File: src/rtl/wifi_tx_puncturer.sv
// rtl/wifi_tx_puncturer.sv - multi-rate 802.11a convolutional-code puncturer with frame drain
// Optional 5/6 rate: define WIFI_PUNCT_RATE56_EN (otherwise rate_sel=11 acts as 3/4).
module wifi_tx_puncturer #(
    parameter int CNT_W    = 3,
    parameter int BITCNT_W = 16
) (
    input  logic                clk,
    input  logic                reset,
    input  logic                enable,
    input  logic [1:0]          rate_sel,
    input  logic                valid_in,
    input  logic [1:0]          data_in,
    output logic                ready_in,
    output logic                valid_out,
    output logic                data_out,
    output logic                finished,
    output logic [BITCNT_W-1:0] bit_count
);

    typedef enum logic [1:0] {IDLE, RUN, DRAIN, DONE} state_t;

    state_t             state, state_nxt;
    logic [1:0]         rate_q;
    logic [1:0]         hold;       // [1]=A, [0]=B of the pair being serialised
    logic [1:0]         mask;       // {keepA, keepB} still to be emitted
    logic [1:0]         keep;
    logic [CNT_W-1:0]   pat_cnt;
    logic [CNT_W-1:0]   period_m1;
    logic               transfer;
    logic               frame_start;

    // Pattern period is fixed by the rate latched at frame start.
    always_comb begin
        period_m1 = '0;
        case (rate_q)
            2'b00:   period_m1 = CNT_W'(0);
            2'b01:   period_m1 = CNT_W'(1);
            2'b10:   period_m1 = CNT_W'(2);
`ifdef WIFI_PUNCT_RATE56_EN
            default: period_m1 = CNT_W'(4);
`else
            default: period_m1 = CNT_W'(2);
`endif
        endcase
    end

    // Every supported pattern keeps AB at position 0, then alternates A (odd) / B (even).
    always_comb begin
        keep = 2'b11;
        if (pat_cnt != '0)
            keep = pat_cnt[0] ? 2'b10 : 2'b01;
    end

    // A new pair fits once at most one bit of the held pair remains, so pop and load can share an edge.
    assign ready_in    = (state == RUN) && enable && (mask != 2'b11);
    assign transfer    = valid_in && ready_in;
    assign frame_start = (state == IDLE) && enable;

    // Frame sequencing: run while enabled, then drain the hold register before signalling done.
    always_comb begin
        state_nxt = state;
        case (state)
            IDLE:    if (enable)        state_nxt = RUN;
            RUN:     if (!enable)       state_nxt = DRAIN;
            DRAIN:   if (mask == 2'b00) state_nxt = DONE;
            DONE:                       state_nxt = IDLE;
            default:                    state_nxt = IDLE;
        endcase
    end

    // State, rate and pattern position registers.
    always_ff @(posedge clk or negedge reset) begin
        if (!reset) begin
            state   <= IDLE;
            rate_q  <= 2'b00;
            pat_cnt <= '0;
        end else begin
            state <= state_nxt;
            if (frame_start) begin
                rate_q  <= rate_sel;
                pat_cnt <= '0;
            end else if (transfer) begin
                pat_cnt <= (pat_cnt >= period_m1) ? '0 : pat_cnt + CNT_W'(1);
            end
        end
    end

    // Hold register and serialiser: emit A before B, load a new pair when accepted.
    always_ff @(posedge clk or negedge reset) begin
        if (!reset) begin
            hold      <= 2'b00;
            mask      <= 2'b00;
            valid_out <= 1'b0;
            data_out  <= 1'b0;
        end else begin
            valid_out <= (mask != 2'b00);
            if (mask != 2'b00)
                data_out <= mask[1] ? hold[1] : hold[0];
            if (transfer) begin
                hold <= data_in;
                mask <= keep;
            end else if (mask[1]) begin
                mask <= {1'b0, mask[0]};
            end else begin
                mask <= 2'b00;
            end
        end
    end

    // Frame bit counter (saturating, kept after DONE) and the one-cycle finished pulse.
    always_ff @(posedge clk or negedge reset) begin
        if (!reset) begin
            bit_count <= '0;
            finished  <= 1'b0;
        end else begin
            finished <= (state_nxt == DONE);
            if (frame_start)
                bit_count <= '0;
            else if ((mask != 2'b00) && (bit_count != '1))
                bit_count <= bit_count + BITCNT_W'(1);
        end
    end

endmodule
File: config.mk
export PLATFORM = sky130hd
export DESIGN_NAME = wifi_tx_puncturer
export DESIGN_NICKNAME = d
export VERILOG_FILES = /design/src/rtl/wifi_tx_puncturer.sv
export SDC_FILE = /design/constraint.sdc
export NUM_CORES = 1
export LEC_CHECK = 0
export BUFFER_PORTS_ARGS = -buffer_cell sky130_fd_sc_hd__buf_2
export CORE_MARGIN = 4
export CORE_UTILIZATION = 59
export DETAILED_ROUTE_END_ITERATION = 8
export GPL_ROUTABILITY_DRIVEN = 0
export PLACE_DENSITY = 0.87
export SLEW_MARGIN = 20
export SYNTH_ARGS = -nofsm -noshare
export SYNTH_HDL_FRONTEND = slang
export SYNTH_SLANG_ARGS = --single-unit
export TNS_END_PERCENT = 10
File: constraint.sdc
create_clock -name clk -period 5.3 [get_ports clk]
set_input_delay 1.06 -clock clk [delete_from_list [all_inputs] [get_ports clk]]
set_output_delay 1.06 -clock clk [all_outputs]
set_load 0.05 [all_outputs]
==> results of run 1 <==
[per-layer routing]
layer | track usage | share of wire | vias up
li1 | - | - | 655
met1 | 0.268 | 0.41 | 667
met2 | 0.380 | 0.52 | 51
met3 | 0.0626 | 0.060 | 7
met4 | 0.114 | 0.013 | 0
met5 | 0 | 0 | -
[critical path, stage by stage]
cell and delay [ns]:
buf_2 0.11, nor2b_1 0.23, and3_1 0.22, buf_2 0.27
[sequential cells by signal, summed over array words and instances (netlist names)]
| name | cells |
|---|---|
| valid_out | 1 |
| bit_count | 16 |
| pat_cnt | 3 |
| rate_q | 2 |
| mask | 2 |
| data_out | 1 |
| finished | 1 |
| hold | 2 |
| state | 2 |
[where the power goes]
part | leakage (nW) | internal, mW | switching (mW)
registers | 0.403 | 0.275 | 0.0417
logic | 0.433 | 0.0810 | 0.176
clock network | 0.0353 | 0.0642 | 0.0861
total | 0.872 | 0.420 | 0.304
[area by class of cell]
cell class	count	area share
multi-input combinational	121	0.440
sequential	30	0.416
timing repair buffer	28	0.0791
clock buffer	7	0.0305
tap	30	0.0208
inverter	5	0.0104
clock inverter	1	0.00278
[kinds of logic after synthesis]
logic type      count (synthesis)  synth area share
flops                          30             0.469
compound gates                 35             0.136
mux                             7            0.0453
buf+inv                        11            0.0359
fa+ha+maj                       5            0.0391
simple gates                   74             0.275
[path summary, 6_finish.rpt]
kind,depth (start not counted),startpoint,end,slack [ns]
setup reg to reg,6,pat_cnt[0],pat_cnt[0],3.20
hold reg to reg,2,rate_q[0],rate_q[0],0.51
hold / removal,2,rate_q[0],rate_q[0],0.51
min in group asynchronous,1,reset,bit_count[12],0.72
max in group asynchronous,1,reset,state[0],4.15
setup / recovery,4,enable,ready_in,2.34
[per-stage QoR]
stage / power [mW] / worst slack, ns / hold slack (ns) / std cells / utilization
after floorplan: 0.510 / 2.54 / 0.438 / 162 / -
after global placement: 0.559 / 2.45 / 0.453 / 214 / 0.691
after detailed placement: 0.575 / 2.36 / 0.469 / 214 / 0.691
after CTS: 0.723 / 2.35 / 0.496 / 222 / 0.715
after global routing: 0.769 / 2.30 / 0.553 / 222 / 0.715
final: 0.724 / 2.34 / 0.507 / 222 / 0.715
[layout by cell type (no fill, tap or decap), types with 2 or more instances in the layout]
master and n:
dfrtp_1 30, buf_2 27, nand2_1 22, a21oi_1 11
o21ai_0 10, nor2_1 7, nand4_1 7, nand2b_1 6
inv_1 5, nand3_1 5, mux2i_1 5, nor4_1 5
or4_1 5, ha_1 5, clkbuf_4 5, o211ai_1 4
or3_1 3, a31o_2 3, nor2b_1 2, mux2_2 2
==> metrics.cfg, run 1 <==
[global_route]
grt_pass1_wl_mm=6.09
grt_max_degree=31
antenna_found_initial=0
gr-total-overflow=0
grt_pass1_vias=1369
grtUsageTotal=0.228

[cells_and_area]
multi_input_area_sq_um=793
final_nets=204
drive_gt1_frac=0.255
postLayoutCellArea_sq_mm=0.00180
areaGrowthSynthToFinish_pct=12.6
antenna_cells=0
nFillCells=204
regArea_sq_um=751

[worst_setup_path]
start_kind=input pin
crit_fanout=4
end_kind=output port
cp.required_ns=4.24
cp.arrival_ns=1.90
critPathKind=input pin to output port

[timing]
worst_slew_pin_slew_ns=0.752
period_needed_ns=2.96
timing.final.crit_share=0.558
slew_headroom=0.486
fmax_mhz=338
rsz0062_at_grt=false
fin_skew_ns=0.0163
final_max_slew_viol_count=0
setup-tns-final_ns=0
hold_violations=0
setup_viol=0

[die]
fp.dieW_um=60.1
row_count=18
io_pins=28
start_util=0.635
dieHeight_um=60.1
dieArea_sq_mm=0.00361
design.core.area_sq_mm=0.00252

[cts]
root_buffer=clkbuf_4
cts_sinks=30
holdBufCountCts=0
cts_tree=yes
cts_buffers=5
cts-htree-levels=2
post_cts_resized=0
cts_setup_buffers=0
clk_latency_ns=0.35
cts.path.max_buffers=2
cts.reportedPaths.clkPinSlew_ns=0.10

[detailed_routing]
first_pass_iters=4
wl_per_cell_um=16.2
detail-route-antenna-nets=0
routed_wl_mm=3.61
viasPerCell=6.22
drc=0
vias=1380
drt_iter0_drc=61

[logic_synthesis]
yosysMostFrequentCell=dfrtp_1
synth-seq-area-share=0.469
post_synth_num_cell_types=40
synth-edff-count=0
avgSynthCellArea_sq_um=9.89
yosys_warnings=0
synth_area_leader_cell=dfrtp_1
ys.flop_type=dfrtp_1
syn-instance-count=162
synth-seq-cells=30
async_flop_share=1.00
syn_nets=175
synth.cells.most_frequent=30 x dfrtp_1, 22 x nand2_1, 11 x a21oi_1
syn-cell-area_sq_mm=0.00160
synth_top_area_frac=0.469
synth.top_cells.by_area=dfrtp_1 47%, nand2_1 5.2%, ha_1 3.9%

[hold_path]
min-delay-path-class=flip-flop to flip-flop

[power_and_ir_drop]
peakVddDrop_v=0.000408
power.density_mw_per_mm2=402
p_leak_nw=0.872

[placement]
placed_area_sq_mm=0.00174
dp_hpwl_mm=2.49
port_buffers=27

[job]
drv_cap=0

[run_status]
status=complete, no violations

No activity file was read; power rests on OpenSTA's default activity.
==> inputs of run 2 (changes only) <==
- CORE_UTILIZATION: 59 -> 55
- PLACE_DENSITY: 0.87 -> 0.83
- clock period: 5.3 -> 2.8 ns (I/O delays scaled with it)
==> run 2 against run 1 <==
- clock power rose by 84%
- register-to-register slack worse by 2.4 ns
- sequential share of layout area hardly changed
- die area up 6.3%
- hold slack lost 0.28 ns
- critical path type is now flip-flop to flip-flop
- clock skew decreased by 0.0063 ns
- routed wire length down 2.1%
- utilization decreased by 6.6 points
==> metrics.cfg, run 2 (same netlist as run 1, synthesis figures left out) <==
[run_status]
status=complete, no violations

[cells_and_area]
nFillCells=220  ; +7.8%
final_nets=204  ; unchanged
regMostFlops=bit_count
drive_gt1_frac=0.255  ; unchanged
antenna_cells=0  ; unchanged
largestRegisters=bit_count: 16 flops, pat_cnt: 3 flops
final_common_cell=dfrtp_1
regArea_sq_um=751  ; unchanged
multi_input_area_sq_um=793  ; unchanged
post-route-util=0.649  ; -0.0661
stdcell_count=223  ; +0.45%
areaGrowthSynthToFinish_pct=12.7  ; about the same
largest_register_ff_count=16  ; unchanged
final_cell_mix=30 x dfrtp_1, 27 x buf_2, 22 x nand2_1

[die]
design.core.area_sq_mm=0.00278  ; +10%
fp.dieW_um=62.0  ; +3.1%
dieArea_sq_mm=0.00384  ; +6.3%
dieHeight_um=62.0  ; +3.1%
row_count=19  ; +1
io_pins=28  ; unchanged
start_util=0.576  ; -0.0591

[worst_setup_path]
end_kind=flip-flop
cp.arrival_ns=2.32  ; +0.42 ns
cp.required_ns=3.08  ; -1.16 ns
critPathKind=flip-flop to flip-flop
start_kind=flip-flop
crit_fanout=5  ; +1

[timing]
rsz0062_at_grt=false
setup_viol=0  ; unchanged
timing.final.crit_share=0.726
slew_headroom=0.506  ; +0.0198
worst_slew_pin_slew_ns=0.736  ; -0.0158 ns
final_max_slew_viol_count=0  ; unchanged
period_needed_ns=2.03
setup-tns-final_ns=0  ; unchanged
holdWs_ns=0.230  ; -0.277 ns
hold_violations=0  ; unchanged
fin_skew_ns=0.00997  ; -0.00634 ns
fmax_mhz=492

[power_and_ir_drop]
total_power_mw=1.37  ; +89%
peakVddDrop_v=0.000626  ; +53%
power.density_mw_per_mm2=757  ; +89%
p_leak_nw=0.872  ; unchanged

[detailed_routing]
wl_per_cell_um=15.8  ; -2.6%
detail-route-antenna-nets=0  ; unchanged
viasPerCell=6.22  ; +0.13%
routed_wl_mm=3.53  ; -2.1%
vias=1388  ; +0.58%
first_pass_iters=4  ; unchanged
drt_iter0_drc=118  ; +93%
drc=0  ; unchanged

[cts]
clk_latency_ns=0.34  ; about the same
root_buffer=clkbuf_4
cts_setup_buffers=0  ; unchanged
post_cts_resized=0  ; unchanged
cts.path.max_buffers=2  ; unchanged
cts_buffers=5  ; unchanged
cts-htree-levels=2  ; unchanged
cts_tree=yes
holdBufCountCts=0  ; unchanged
cts.reportedPaths.clkPinSlew_ns=0.10  ; about the same
cts_sinks=30  ; unchanged

[job]
drv_cap=0  ; unchanged

[global_route]
grt_max_degree=31  ; unchanged
antenna_found_initial=0  ; unchanged
grt_pass1_wl_mm=6.07  ; -0.33%
grtUsageTotal=0.216  ; -0.0126
gr-total-overflow=0  ; unchanged
grt_pass1_vias=1409  ; +2.9%

[placement]
port_buffers=27  ; unchanged
dp_hpwl_mm=2.47  ; -0.86%
dp.cells=215  ; +0.47%

[hold_path]
min-delay-path-class=input pin to async pin

[run 2: cell counts in the layout (fill, tap and decap cells not counted)]
No cell type changed its count.
[run 2: path summary, 6_finish.rpt]
| path | start | cells past startpoint | endpoint | slack [ns] |
|---|---|---|---|---|
| max in group asynchronous | reset | 1 | pat_cnt[1] | 2.14 |
| worst min-delay path | reset | 1 | bit_count[3] | 0.23 |
| worst min register to register | rate_q[0] | 2 | rate_q[0] | 0.49 |
| worst max-delay path | pat_cnt[0] | 6 | pat_cnt[0] | 0.77 |
| worst max register to register | pat_cnt[0] | 6 | pat_cnt[0] | 0.77 |
| min in group clk | rate_sel[0] | 3 | rate_q[0] | 0.42 |
[run 2: final cells by class]
class,instances,share of cell area
timing repair buffer,28,0.0791
tap,31,0.0215
clock buffer,7,0.0305
multi-input combinational,121,0.440
inverter,5,0.0104
sequential,30,0.416
clock inverter,1,0.00277
[run 2: power breakdown]
| group | total (mW) | internal (mW) | switching (mW) |
|---|---|---|---|
| combinational | 0.491 | 0.154 | 0.337 |
| clock | 0.276 | 0.121 | 0.154 |
| sequential | 0.600 | 0.521 | 0.0785 |
| total | 1.37 | 0.797 | 0.570 |
[run 2: critical path, stage by stage (launching register included)]
cell	delay (ns)
dfrtp_1	0.42
inv_1	0.10
ha_1	0.29
nand2b_1	0.14
a2111oi_0	0.64
nor3b_1	0.27
a21o_1	0.10
[run 2: stage by stage]
step / setup slack, ns / cell area (sq um)
after floorplan: 0.651 / 1600
after global placement: 0.896 / 1740
after detailed placement: 0.782 / 1740
after CTS: 0.744 / 1800
after global routing: 0.561 / 1800
final: 0.766 / 1800
[run 2: metal layers]
metal  GRT usage  vias to the layer above  routed length [um]  part of all wire
met3      0.0682                        8                 217             0.061
met2       0.361                       44                1810              0.51
met1       0.256                      677                1460              0.41
met4      0.0879                        0                  46             0.013
li1            -                      659                   -                 -
met5           0                        -                   0                 0
